**config.mk**
```make
export PLATFORM = sky130hd
export DESIGN_NAME = uart_tx_cfg
export DESIGN_NICKNAME = d
export VERILOG_FILES = /design/src/rtl/uart_tx_pkg.sv /design/src/rtl/uart_baud_cnt.sv /design/src/rtl/uart_tx_cfg.sv
export SDC_FILE = /design/constraint.sdc
export NUM_CORES = 1
export LEC_CHECK = 0
export CAP_MARGIN = 20
export CORE_MARGIN = 5
export CORE_UTILIZATION = 46
export DETAILED_ROUTE_END_ITERATION = 8
export DONT_BUFFER_PORTS = 1
export MAX_ROUTING_LAYER = met4
export PLACE_DENSITY = 0.62
export SLEW_MARGIN = 15
export SYNTH_ARGS = -nofsm -noshare
export SYNTH_HDL_FRONTEND = slang
export SYNTH_SLANG_ARGS = --single-unit
```
**constraint.sdc**
```tcl
create_clock -name CLK -period 5.25 [get_ports CLK]
set_clock_uncertainty 0.2 [all_clocks]
set_input_delay 1.05 -clock CLK [delete_from_list [all_inputs] [get_ports CLK]]
set_output_delay 1.05 -clock CLK [all_outputs]
set_load 0.1 [all_outputs]
```
**src/rtl/uart_tx_pkg.sv**
```systemverilog
// Shared types and helpers for the configurable UART transmitter.
package uart_tx_pkg;

  typedef enum logic [2:0] {
    ST_IDLE,
    ST_START,
    ST_DATA,
    ST_PARITY,
    ST_STOP
  } tx_state_e;

  localparam logic START_BIT = 1'b0;
  localparam logic STOP_BIT  = 1'b1;

  // A divisor of zero would never produce a bit boundary, so clamp it to one.
  function automatic logic [31:0] prescale_floor(input logic [31:0] p);
    return (p == 32'd0) ? 32'd1 : p;
  endfunction

endpackage

```
**src/rtl/uart_baud_cnt.sv**
```systemverilog
// Bit-period counter: counts 0..prescale-1 while enabled and strobes bit_end_o on the last clock.
module uart_baud_cnt #(
  parameter int unsigned WIDTH = 16
) (
  input  logic             clk_i,
  input  logic             rst_ni,
  input  logic             load_i,
  input  logic             en_i,
  input  logic [WIDTH-1:0] prescale_i,
  output logic             bit_end_o
);

  logic [WIDTH-1:0] cnt_q;
  logic [WIDTH-1:0] cnt_d;

  // prescale_i is never zero here, so the subtraction cannot wrap.
  assign bit_end_o = en_i && (cnt_q == (prescale_i - WIDTH'(1)));

  always_comb begin
    cnt_d = cnt_q;
    if (load_i) begin
      cnt_d = '0;
    end else if (en_i) begin
      cnt_d = bit_end_o ? '0 : cnt_q + WIDTH'(1);
    end
  end

  always_ff @(posedge clk_i or negedge rst_ni) begin
    if (!rst_ni) begin
      cnt_q <= '0;
    end else begin
      cnt_q <= cnt_d;
    end
  end

endmodule

```
**src/rtl/uart_tx_cfg.sv**
```systemverilog
// Run-time configurable UART transmitter: latches data and frame format on accept,
// then shifts start, data (LSB first), optional parity and 1 or 2 stop bits.
module uart_tx_cfg
  import uart_tx_pkg::*;
#(
  parameter int unsigned DATA_WIDTH     = 8,
  parameter int unsigned PRESCALE_WIDTH = 16
) (
  input  logic                      CLK,
  input  logic                      RST,
  input  logic [PRESCALE_WIDTH-1:0] PRESCALE,
  input  logic                      PAR_EN,
  input  logic                      PAR_TYP,
  input  logic                      STOP2,
  input  logic [DATA_WIDTH-1:0]     P_DATA,
  input  logic                      DATA_VALID,
  output logic                      TX_OUT,
  output logic                      BUSY,
  output logic                      TX_DONE
);

  localparam int unsigned IDX_W = $clog2(DATA_WIDTH);

  tx_state_e                 state_q;
  logic [DATA_WIDTH-1:0]     shreg_q;
  logic [IDX_W-1:0]          idx_q;
  logic                      parity_q;
  logic                      par_en_q;
  logic                      stop2_q;
  logic                      stop_half_q;
  logic [PRESCALE_WIDTH-1:0] prescale_q;
  logic                      tx_q;
  logic                      busy_q;
  logic                      done_q;

  logic accept;
  logic bit_end;

  assign accept = (state_q == ST_IDLE) && DATA_VALID;

  uart_baud_cnt #(
    .WIDTH(PRESCALE_WIDTH)
  ) u_baud_cnt (
    .clk_i     (CLK),
    .rst_ni    (RST),
    .load_i    (accept),
    .en_i      (state_q != ST_IDLE),
    .prescale_i(prescale_q),
    .bit_end_o (bit_end)
  );

  always_ff @(posedge CLK or negedge RST) begin
    if (!RST) begin
      state_q     <= ST_IDLE;
      shreg_q     <= '0;
      idx_q       <= '0;
      parity_q    <= 1'b0;
      par_en_q    <= 1'b0;
      stop2_q     <= 1'b0;
      stop_half_q <= 1'b0;
      prescale_q  <= PRESCALE_WIDTH'(1);
      tx_q        <= STOP_BIT;
      busy_q      <= 1'b0;
      done_q      <= 1'b0;
    end else begin
      done_q <= 1'b0;
      case (state_q)
        ST_IDLE: begin
          if (DATA_VALID) begin
            state_q     <= ST_START;
            shreg_q     <= P_DATA;
            idx_q       <= '0;
            parity_q    <= (^P_DATA) ^ PAR_TYP;
            par_en_q    <= PAR_EN;
            stop2_q     <= STOP2;
            stop_half_q <= 1'b0;
            prescale_q  <= PRESCALE_WIDTH'(prescale_floor(32'(PRESCALE)));
            tx_q        <= START_BIT;
            busy_q      <= 1'b1;
          end
        end
        ST_START: begin
          if (bit_end) begin
            state_q <= ST_DATA;
            tx_q    <= shreg_q[0];
          end
        end
        ST_DATA: begin
          if (bit_end) begin
            if (idx_q == IDX_W'(DATA_WIDTH - 1)) begin
              state_q <= par_en_q ? ST_PARITY : ST_STOP;
              tx_q    <= par_en_q ? parity_q : STOP_BIT;
            end else begin
              // Look one bit ahead so the next data bit is registered on the boundary.
              idx_q   <= idx_q + IDX_W'(1);
              shreg_q <= shreg_q >> 1;
              tx_q    <= shreg_q[1];
            end
          end
        end
        ST_PARITY: begin
          if (bit_end) begin
            state_q <= ST_STOP;
            tx_q    <= STOP_BIT;
          end
        end
        ST_STOP: begin
          if (bit_end) begin
            if (stop2_q && !stop_half_q) begin
              stop_half_q <= 1'b1;
            end else begin
              state_q <= ST_IDLE;
              tx_q    <= STOP_BIT;
              busy_q  <= 1'b0;
              done_q  <= 1'b1;
            end
          end
        end
        default: begin
          state_q <= ST_IDLE;
          tx_q    <= STOP_BIT;
          busy_q  <= 1'b0;
        end
      endcase
    end
  end

  assign TX_OUT  = tx_q;
  assign BUSY    = busy_q;
  assign TX_DONE = done_q;

endmodule

```
==> results of run 1 <==
==> cell families after synthesis <==
logic type | after synthesis | synth area share
compound gates | 87 | 0.1750
xor+xnor | 24 | 0.06098
fa+ha+maj | 4 | 0.01452
buf+inv | 41 | 0.05553
flops | 53 | 0.3855
mux | 6 | 0.01742
simple gates | 193 | 0.2911
==> cell type report <==
| class | instances | share of cell area |
|---|---|---|
| multi-input cells | 314 | 0.5428 |
| flip-flops and latches | 53 | 0.3738 |
| well taps | 99 | 0.03485 |
| clock buffers | 7 | 0.02429 |
| inverters | 15 | 0.01584 |
| repair buffers | 3 | 0.006336 |
| clock inverters | 1 | 0.002112 |
==> worst max-delay path, cell delays in order (launching register included) <==
cell	delay, ps
dfstp_2	600
inv_1	90
ha_1	270
nor2b_1	160
or3_1	350
a31oi_1	250
o41ai_1	120
or4_4	760
or4_1	540
nand2_1	80
==> power by group through the flow <==
stage	registers [mW]	clock network [mW]	logic (mW)
floorplan	0.420	0	0.0124
global placement	0.420	0	0.0146
detailed placement	0.420	0	0.0150
CTS	0.412	0.250	0.0150
global route	0.412	0.267	0.0158
finish	0.412	0.242	0.0144
==> through the flow <==
step	worst slack [ps]	hold slack (ps)
after CTS	1759	215.1
after detailed placement	1784	276.9
after global placement	1886	271.3
after global routing	1532	193.8
after floorplan	2180	241.2
final	1746	219.9
==> how the worst max path moves through the flow <==
stage / slack (ps) / end / startpoint / cells after the start
after floorplan: 2180 / BUSY$_DFFE_PN0P_ / prescale_q[0]$_DFFE_PN1P_ / 12
after global placement: 1890 / state_q[2]$_DFFE_PN0P_ / prescale_q[0]$_DFFE_PN1P_ / 9
after detailed placement: 1780 / idx_q[0]$_DFFE_PN0P_ / prescale_q[0]$_DFFE_PN1P_ / 9
after CTS: 1760 / state_q[2]$_DFFE_PN0P_ / prescale_q[0]$_DFFE_PN1P_ / 9
after global routing: 1530 / u_baud_cnt.cnt_q[14]$_DFFE_PN0P_ / prescale_q[1]$_DFFE_PN0P_ / 9
final: 1750 / state_q[2]$_DFFE_PN0P_ / prescale_q[0]$_DFFE_PN1P_ / 9
==> state kept, by name (all words and copies together) (netlist names) <==
signal / cells
stop2_q: 1
BUSY: 1
u_baud_cnt.cnt_q: 16
TX_OUT: 1
stop_half_q: 1
idx_q: 3
state_q: 3
par_en_q: 1
TX_DONE: 1
shreg_q: 8
parity_q: 1
prescale_q: 16
==> layer usage <==
| metal | up-vias | part of all wire | GRT usage |
|---|---|---|---|
| met5 | - | 0 | - |
| met4 | 0 | 0.011 | 0.04439 |
| met3 | 9 | 0.035 | 0.03718 |
| met2 | 47 | 0.49 | 0.3132 |
| met1 | 1399 | 0.47 | 0.2398 |
| li1 | 1438 | - | - |
==> cell usage in the layout, fill, tap and decap left out, types with 6 or more instances in the layout <==
cell	synthesis	layout
nand2_1	71	71
dfrtp_1	51	51
nand3_1	28	28
nor2_1	21	20
o21ai_0	16	16
inv_1	15	15
xnor2_1	15	15
a21oi_1	15	15
and3_1	14	14
nand4_1	11	11
xor2_1	9	9
nor3_1	8	8
o211ai_1	7	7
a31oi_1	7	7
nor4_1	6	6
a22o_1	6	6
mux2i_1	6	6
clkbuf_8	0	6
==> flow_summary.json, run 1 <==
{
  "viasPerCell": 5.880,
  "rows": 31,
  "multi_input_comb_area_sq_um": 1929,
  "cp-start-kind": "flop",
  "seq_area_frac_synth": 0.3855,
  "dieArea_sq_um": 9325,
  "yosys-top-cells-area": "dfrtp_1 37%, nand2_1 7.7%, nand3_1 4.1%",
  "hold_class": "in2async",
  "area.sequential_sq_um": 1329,
  "grt_overflow": 0,
  "fillCellCount": 753,
  "drv_slew": 0,
  "relSlewSlack": 0.3656,
  "grt.total_usage": 0.1891,
  "worstReg2RegStart": "prescale_q[0]$_DFFE_PN1P_",
  "tritoncts": "yes",
  "clk_latency_ps": 310,
  "pwr-share-clk": 0.362,
  "cts_max_path_buffers": 2,
  "yosys.area.top_type": "dfrtp_1",
  "ys_seq_elements": 53,
  "fin_util": 0.4875,
  "drc_errors": 0,
  "dr.pass1.iters": 4,
  "fin_crit_sh": 0.6673,
  "io_buffer_count": 0,
  "p_total_mw": 0.6684,
  "worst_pin_slew_ps": 951.5,
  "clock_sinks": 53,
  "crit_arrival_ps": 3560,
  "die_w_microns": 96.57,
  "start_util": 0.4727,
  "synth_area_per_cell_sq_um": 8.449,
  "synth_top_area_frac": 0.3702,
  "power_density_nw_per_um2": 188.0,
  "internal_power_mw": 0.5247,
  "timing_hold_violations_final": 0,
  "layout.nets": 426,
  "drt-initial-drc-count": 138,
  "gp_congestion": 0.9808,
  "dieHeight_microns": 96.57,
  "hpwl_mm": 5.764,
  "async_flop_share": 1.000,
  "wl_per_cell_microns": 16.06,
  "synthFlopType": "dfrtp_1",
  "peakVddDrop_mv": 0.1353,
  "antenna_cells": 0,
  "path_class": "reg2reg",
  "pin_count": 33,
  "numCtsBuffers": 5,
  "setup_viol": 0,
  "status": "finished, final reports clean",
  "crit_required_ps": 5310,
  "rsz0062_at_grt": "no",
  "postCtsResizedCells": 0,
  "syn_inst": 408,
  "grt_max_degree": 54,
  "pwr-share-seq": 0.617,
  "switching_share": 0.2150,
  "endpoint_kind": "flop",
  "synth_edf_count": 0,
  "dp.cells": 483,
  "grt_pass1_wl_mm": 13.52,
  "synth.distinct_cells": 59,
  "clock_tree.root_cell": "clkbuf_8",
  "yosys_warnings": 0,
  "synth_most_common_cell": "nand2_1",
  "htreeDepth": 2,
  "switchingPower_mw": 0.1437,
  "synth_commonest_cells": "71 x nand2_1, 51 x dfrtp_1, 28 x nand3_1",
  "max_freq_ghz": 0.2854,
  "core_sq_um": 7292,
  "syn_area_sq_um": 3447,
  "maxCapViolations": 0,
  "min_period_ps": 3504,
  "cts.clk_slew.worst_paths_ps": 100,
  "grt_pass1_vias": 2834,
  "antenna_found_initial": 0,
  "dpl_cell_area_sq_um": 3453,
  "stdcell_count": 492,
  "routed_wl_mm": 7.903,
  "combPwrFrac": 0.021,
  "drive_gt1_frac": 0.06616,
  "syn2layout_area_growth_pct": 3.122,
  "cts_hold_buf": 0,
  "rrSetupSlack_ps": 1750,
  "postCtsSetupBuffers": 0,
  "reg2reg_to": "state_q[2]$_DFFE_PN0P_",
  "final_area_sq_um": 3555,
  "ant_nets": 0,
  "syn_nets": 442,
  "cp_max_fo": 43,
  "leakage_nw": 1.475,
  "ff2ff_path_depth": 9,
  "vias": 2893,
  "finalSetupTns_ps": 0
}
No activity file was read; power rests on OpenSTA's default activity.
==> run 2, diff against run 1 <==
==> constraint.sdc (replaced) <==
create_clock -name CLK -period 3.7 [get_ports CLK]
set_clock_uncertainty 0.2 [all_clocks]
set_input_delay 0.74 -clock CLK [delete_from_list [all_inputs] [get_ports CLK]]
set_output_delay 0.74 -clock CLK [all_outputs]
set_load 0.1 [all_outputs]
==> flow_summary.json, run 2 (synthesis gave the netlist of run 1 again) <==
{
  "fin_ws_ps": 294.1,
  "fin_crit_sh": 0.9205,
  "antenna_cells": 0,
  "worst_pin_slew_ps": 935.5,
  "drive_gt1_frac": 0.07809,
  "pre_cts_ws_ps": 331.7,
  "rows": 31,
  "core_sq_um": 7292,
  "maxCapViolations": 0,
  "cp-start-kind": "flop",
  "numCtsBuffers": 5,
  "syn2layout_area_growth_pct": 4.465,
  "antenna_found_initial": 0,
  "timing_hold_violations_final": 0,
  "layout_common_cells": "71 x nand2_1, 51 x dfrtp_1, 28 x nand3_1, 20 x nor2_1, 16 x o21ai_0",
  "peakVddDrop_mv": 0.2104,
  "gp_congestion": 0.9736,
  "leakage_nw": 1.501,
  "setup_viol": 0,
  "final_common_cell": "nand2_1",
  "stdcell_count": 496,
  "dp.cells": 487,
  "drv_slew": 0,
  "die_w_microns": 96.57,
  "clock_tree.root_cell": "clkbuf_8",
  "drc_errors": 0,
  "drt-initial-drc-count": 165,
  "ant_nets": 0,
  "clk_latency_ps": 310,
  "cts_max_path_buffers": 2,
  "hold_ws_ps": 56.92,
  "grt_max_degree": 52,
  "htreeDepth": 2,
  "dieArea_sq_um": 9325,
  "hold_class": "in2async",
  "start_util": 0.4727,
  "fillCellCount": 730,
  "pin_count": 33,
  "dieHeight_microns": 96.57,
  "relSlewSlack": 0.3763,
  "vias": 2912,
  "min_period_ps": 3406,
  "routed_wl_mm": 8.159,
  "crit_arrival_ps": 3460,
  "dr.pass1.iters": 5,
  "cp_max_fo": 34,
  "crit_required_ps": 3760,
  "endpoint_kind": "flop",
  "wl_per_cell_microns": 16.45,
  "grt_pass1_vias": 2762,
  "rsz0062_at_grt": "no",
  "path_class": "reg2reg",
  "status": "finished, final reports clean",
  "hpwl_mm": 5.758,
  "grt.total_usage": 0.1922,
  "grt_pass1_wl_mm": 13.68,
  "io_buffer_count": 0,
  "power_density_nw_per_um2": 266.3,
  "grt_overflow": 0,
  "finalSetupTns_ps": 0,
  "max_freq_ghz": 0.2936,
  "ff2ff_path_depth": 9,
  "layout.nets": 430,
  "cts.clk_slew.worst_paths_ps": 100,
  "viasPerCell": 5.871,
  "clock_sinks": 53,
  "tritoncts": "yes",
  "postCtsResizedCells": 0,
  "reg_top3": "prescale_q: 16 flops, u_baud_cnt.cnt_q: 16 flops, shreg_q: 8 flops"
}
-- run 2: where the power goes --
group | total, mW | switching [mW] | internal (mW)
sequential | 0.585 | 0.00465 | 0.580
clock | 0.339 | 0.204 | 0.135
combinational | 0.0350 | 0.0199 | 0.0151
-- run 2: timing repair --
| action | in CTS | in global routing |
|---|---|---|
| hold buffers | 1 | 0 |
| endpoints found under the hold margin | 51 | 0 |
| buffers inserted | 0 | 0 |
-- run 2: stage by stage --
step	utilization	power [mW]	cell area, sq um
floorplan	-	0.6136	3447
global placement	0.4777	0.6174	3483
detailed placement	0.4777	0.6175	3483
CTS	0.4938	0.9710	3601
global route	0.4938	0.9967	3601
finish	0.4938	0.9588	3601
-- run 2: per-layer routing --
metal / track usage / share of wire
met5: - / 0
met2: 0.3006 / 0.48
met4: 0.05724 / 0.020
met3: 0.02789 / 0.037
met1: 0.2600 / 0.46
-- run 2: area by class of cell --
type | instances | area, sq um | share of cell area
Clock inverter | 3 | 21.27 | 0.005907
Timing Repair Buffer | 7 | 72.57 | 0.02015
Clock buffer | 5 | 68.82 | 0.01911
Sequential cell | 53 | 1329 | 0.3690
Inverter | 15 | 56.30 | 0.01564
Tap cell | 99 | 123.9 | 0.03440
Multi-Input combinational cell | 314 | 1929 | 0.5358
-- run 2: worst paths after layout --
check                                          start                         end  slack, ps
max in group asynchronous                        RST  prescale_q[14]$_DFFE_PN0P_       2990
min                                              RST          TX_OUT$_DFFE_PN1P_         60
max                        prescale_q[0]$_DFFE_PN1P_      state_q[2]$_DFFE_PN0P_        290
max reg2reg                prescale_q[0]$_DFFE_PN1P_      state_q[2]$_DFFE_PN0P_        290
min reg2reg                     parity_q$_DFFE_PN0P_        parity_q$_DFFE_PN0P_        290
min in group CLK                parity_q$_DFFE_PN0P_        parity_q$_DFFE_PN0P_        290
-- run 2: worst max-delay path, stage by stage (launching register included) --
cell	delay, ps
dfstp_2	600
inv_1	70
ha_1	260
nor2b_1	150
or3_1	350
a31oi_1	270
o41ai_1	120
or4_4	730
or4_1	520
nand2_1	70
==> run 3, diff against run 2 <==
--- a/config.mk
+++ b/config.mk
@@ -5,6 +5,7 @@
 export SDC_FILE = /design/constraint.sdc
 export NUM_CORES = 1
 export LEC_CHECK = 0
+export ABC_AREA = 1
 export CAP_MARGIN = 20
 export CORE_MARGIN = 5
 export CORE_UTILIZATION = 46
==> flow_summary.json, run 3 <==
{
  "yosys-mux-area-fraction": 0,
  "synth_top_area_frac": 0.3609,
  "synthSimpleGateAreaFrac": 0.3457,
  "cp_max_fo": 17,
  "status": "finished, final reports clean",
  "pin_count": 33,
  "min_period_ps": 2860,
  "syn2layout_area_growth_pct": 5.803,
  "grt.total_usage": 0.1862,
  "pwr-share-seq": 0.579,
  "synth_most_common_cell": "nand2_1",
  "max_freq_ghz": 0.3497,
  "drt-initial-drc-count": 132,
  "finalSetupTns_ps": 0,
  "switching_share": 0.2079,
  "htreeDepth": 2,
  "gr-usage-met2": 0.3189,
  "async_flop_share": 1.000,
  "setup_viol": 0,
  "internal_power_mw": 0.7925,
  "clk_latency_ps": 310,
  "syn_inst": 478,
  "crit_required_ps": 3710,
  "synth_top_family_by_area": "simple AND/OR/NAND/NOR gates",
  "grt_pass1_vias": 3080,
  "hpwl_mm": 6.265,
  "fin_ws_ps": 840.1,
  "grt_use_met3": 0.02800,
  "rows": 32,
  "ant_nets": 0,
  "rsz0062_at_grt": "no",
  "cts_max_path_buffers": 2,
  "leakage_nw": 1.791,
  "postCtsSetupBuffers": 0,
  "use_met1": 0.2277,
  "pre_cts_ws_ps": 828.7,
  "grt_max_degree": 52,
  "combPwrFrac": 0.029,
  "hold_class": "in2async",
  "seq_area_frac_synth": 0.3758,
  "cts_hold_buf": 1,
  "postCtsResizedCells": 0,
  "switchingPower_mw": 0.2080,
  "top_usage_layer": "met2",
  "final_common_cell": "nand2_1",
  "worstReg2RegStart": "prescale_q[0]$_DFFE_PN1P_",
  "reg_top3": "prescale_q: 16 flops, u_baud_cnt.cnt_q: 16 flops, shreg_q: 8 flops",
  "synth.distinct_cells": 48,
  "pwr-share-clk": 0.392,
  "gp_congestion": 0.9345,
  "cts.clk_slew.worst_paths_ps": 100,
  "worst_pin_slew_ps": 902.1,
  "syn_nets": 512,
  "power_density_nw_per_um2": 267.4,
  "routed_wl_mm": 8.240,
  "antenna_cells": 0,
  "synth_commonest_cells": "128 x nand2_1, 51 x dfrtp_1, 51 x inv_1",
  "dr.pass1.iters": 4,
  "synth_edf_count": 0,
  "peakVddDrop_mv": 0.1869,
  "fin_util": 0.4918,
  "synth_area_per_cell_sq_um": 7.397,
  "path_class": "reg2reg",
  "clock_sinks": 53,
  "yosys-top-cells-area": "dfrtp_1 36%, nand2_1 14%, inv_1 5.4%",
  "synthAdderAreaFrac": 0.01415,
  "clock_tree.root_cell": "clkbuf_8",
  "synth_compound_area_frac": 0.1203,
  "layout_common_cells": "128 x nand2_1, 51 x dfrtp_1, 51 x inv_1, 30 x o21ai_0",
  "grt_pass1_wl_mm": 14.28,
  "crit_arrival_ps": 2870,
  "grt_overflow": 0,
  "relSlewSlack": 0.3986,
  "vias": 3070,
  "dieHeight_microns": 97.68,
  "antenna_found_initial": 0,
  "dieArea_sq_um": 9540,
  "cp-start-kind": "flop",
  "fin_crit_sh": 0.7729,
  "synthFlopType": "dfrtp_1",
  "yosys_warnings": 0,
  "start_util": 0.4648,
  "syn_area_sq_um": 3536,
  "core_sq_um": 7607,
  "layout.nets": 510,
  "viasPerCell": 5.302,
  "drive_gt1_frac": 0.09015,
  "timing_hold_violations_final": 0,
  "tritoncts": "yes",
  "die_w_microns": 97.68,
  "endpoint_kind": "flop",
  "io_buffer_count": 0,
  "synthXorXnorAreaFrac": 0.06440,
  "startpoint": "prescale_q[0]$_DFFE_PN1P_",
  "maxCapViolations": 0,
  "drc_errors": 0,
  "yosys.area.top_type": "dfrtp_1",
  "wl_per_cell_microns": 14.23,
  "hold_ws_ps": 62.70,
  "numCtsBuffers": 5,
  "drv_slew": 0,
  "ys_seq_elements": 53
}
-- run 3: cell type report --
type / count / area (sq um)
Fill cell: 781 / 3866
Multi-Input combinational cell: 357 / 1926
Sequential cell: 53 / 1329
Inverter: 57 / 216.5
Tap cell: 102 / 127.6
Clock buffer: 6 / 72.57
Clock inverter: 2 / 35.03
Timing Repair Buffer: 2 / 35.03
-- run 3: metrics by stage --
stage	cell area [sq um]	instances	power (mW)
2_1_floorplan	3536	478	0.6048
3_3_place_gp	3606	570	0.6058
3_5_place_dp	3606	570	0.6061
4_1_cts	3741	579	1.011
5_1_grt	3741	579	1.045
6_report	3741	579	1.001
-- run 3: kinds of logic (layout without fill, tap and decap cells) --
kind of cell    after synthesis  in the layout
xor+xnor                     26             26
fa+ha+maj                     4              4
flops                        53             53
simple gates                254            254
compound gates               73             73
buf+inv                      68             67
-- run 3: worst paths after layout --
kind                       depth (start not counted)                               to  slack, ps
setup / recovery                                  15             idx_q[0]$_DFFE_PN0P_        840
hold / removal                                     0               TX_OUT$_DFFE_PN1P_         60
setup reg to reg                                  15             idx_q[0]$_DFFE_PN0P_        840
hold reg to reg                                    2             parity_q$_DFFE_PN0P_        310
max in group asynchronous                          1  u_baud_cnt.cnt_q[4]$_DFFE_PN0P_       2990
min in group CLK                                   2             parity_q$_DFFE_PN0P_        310
-- run 3: per-layer routing --
metal / routed length, microns / share of wire / vias to the layer above
li1: - / - / 1566
met1: 3622 / 0.44 / 1440
met2: 4203 / 0.51 / 50
met3: 234 / 0.028 / 14
met4: 180 / 0.022 / 0
met5: 0 / 0 / -
-- run 3: power groups by stage --
| stage | clock network, mW | registers, mW | logic, mW |
|---|---|---|---|
| after global routing | 0.432 | 0.579 | 0.0333 |
| after floorplan | 0 | 0.590 | 0.0144 |
| after detailed placement | 0 | 0.590 | 0.0157 |
| after CTS | 0.402 | 0.579 | 0.0305 |
| after global placement | 0 | 0.590 | 0.0155 |
| final | 0.392 | 0.579 | 0.0292 |
-- run 3: critical path, stage by stage (launching register included) --
cell	delay (ps)
dfstp_2	540
inv_1	70
ha_1	260
nand2_2	150
nor2_4	70
nand2_2	80
nand2_1	50
nand2_1	120
nand3_1	100
nor2_2	120
nand3_2	320
nand2_1	180
nand2_2	110
inv_4	160
o21ai_0	110
o21a_1	110
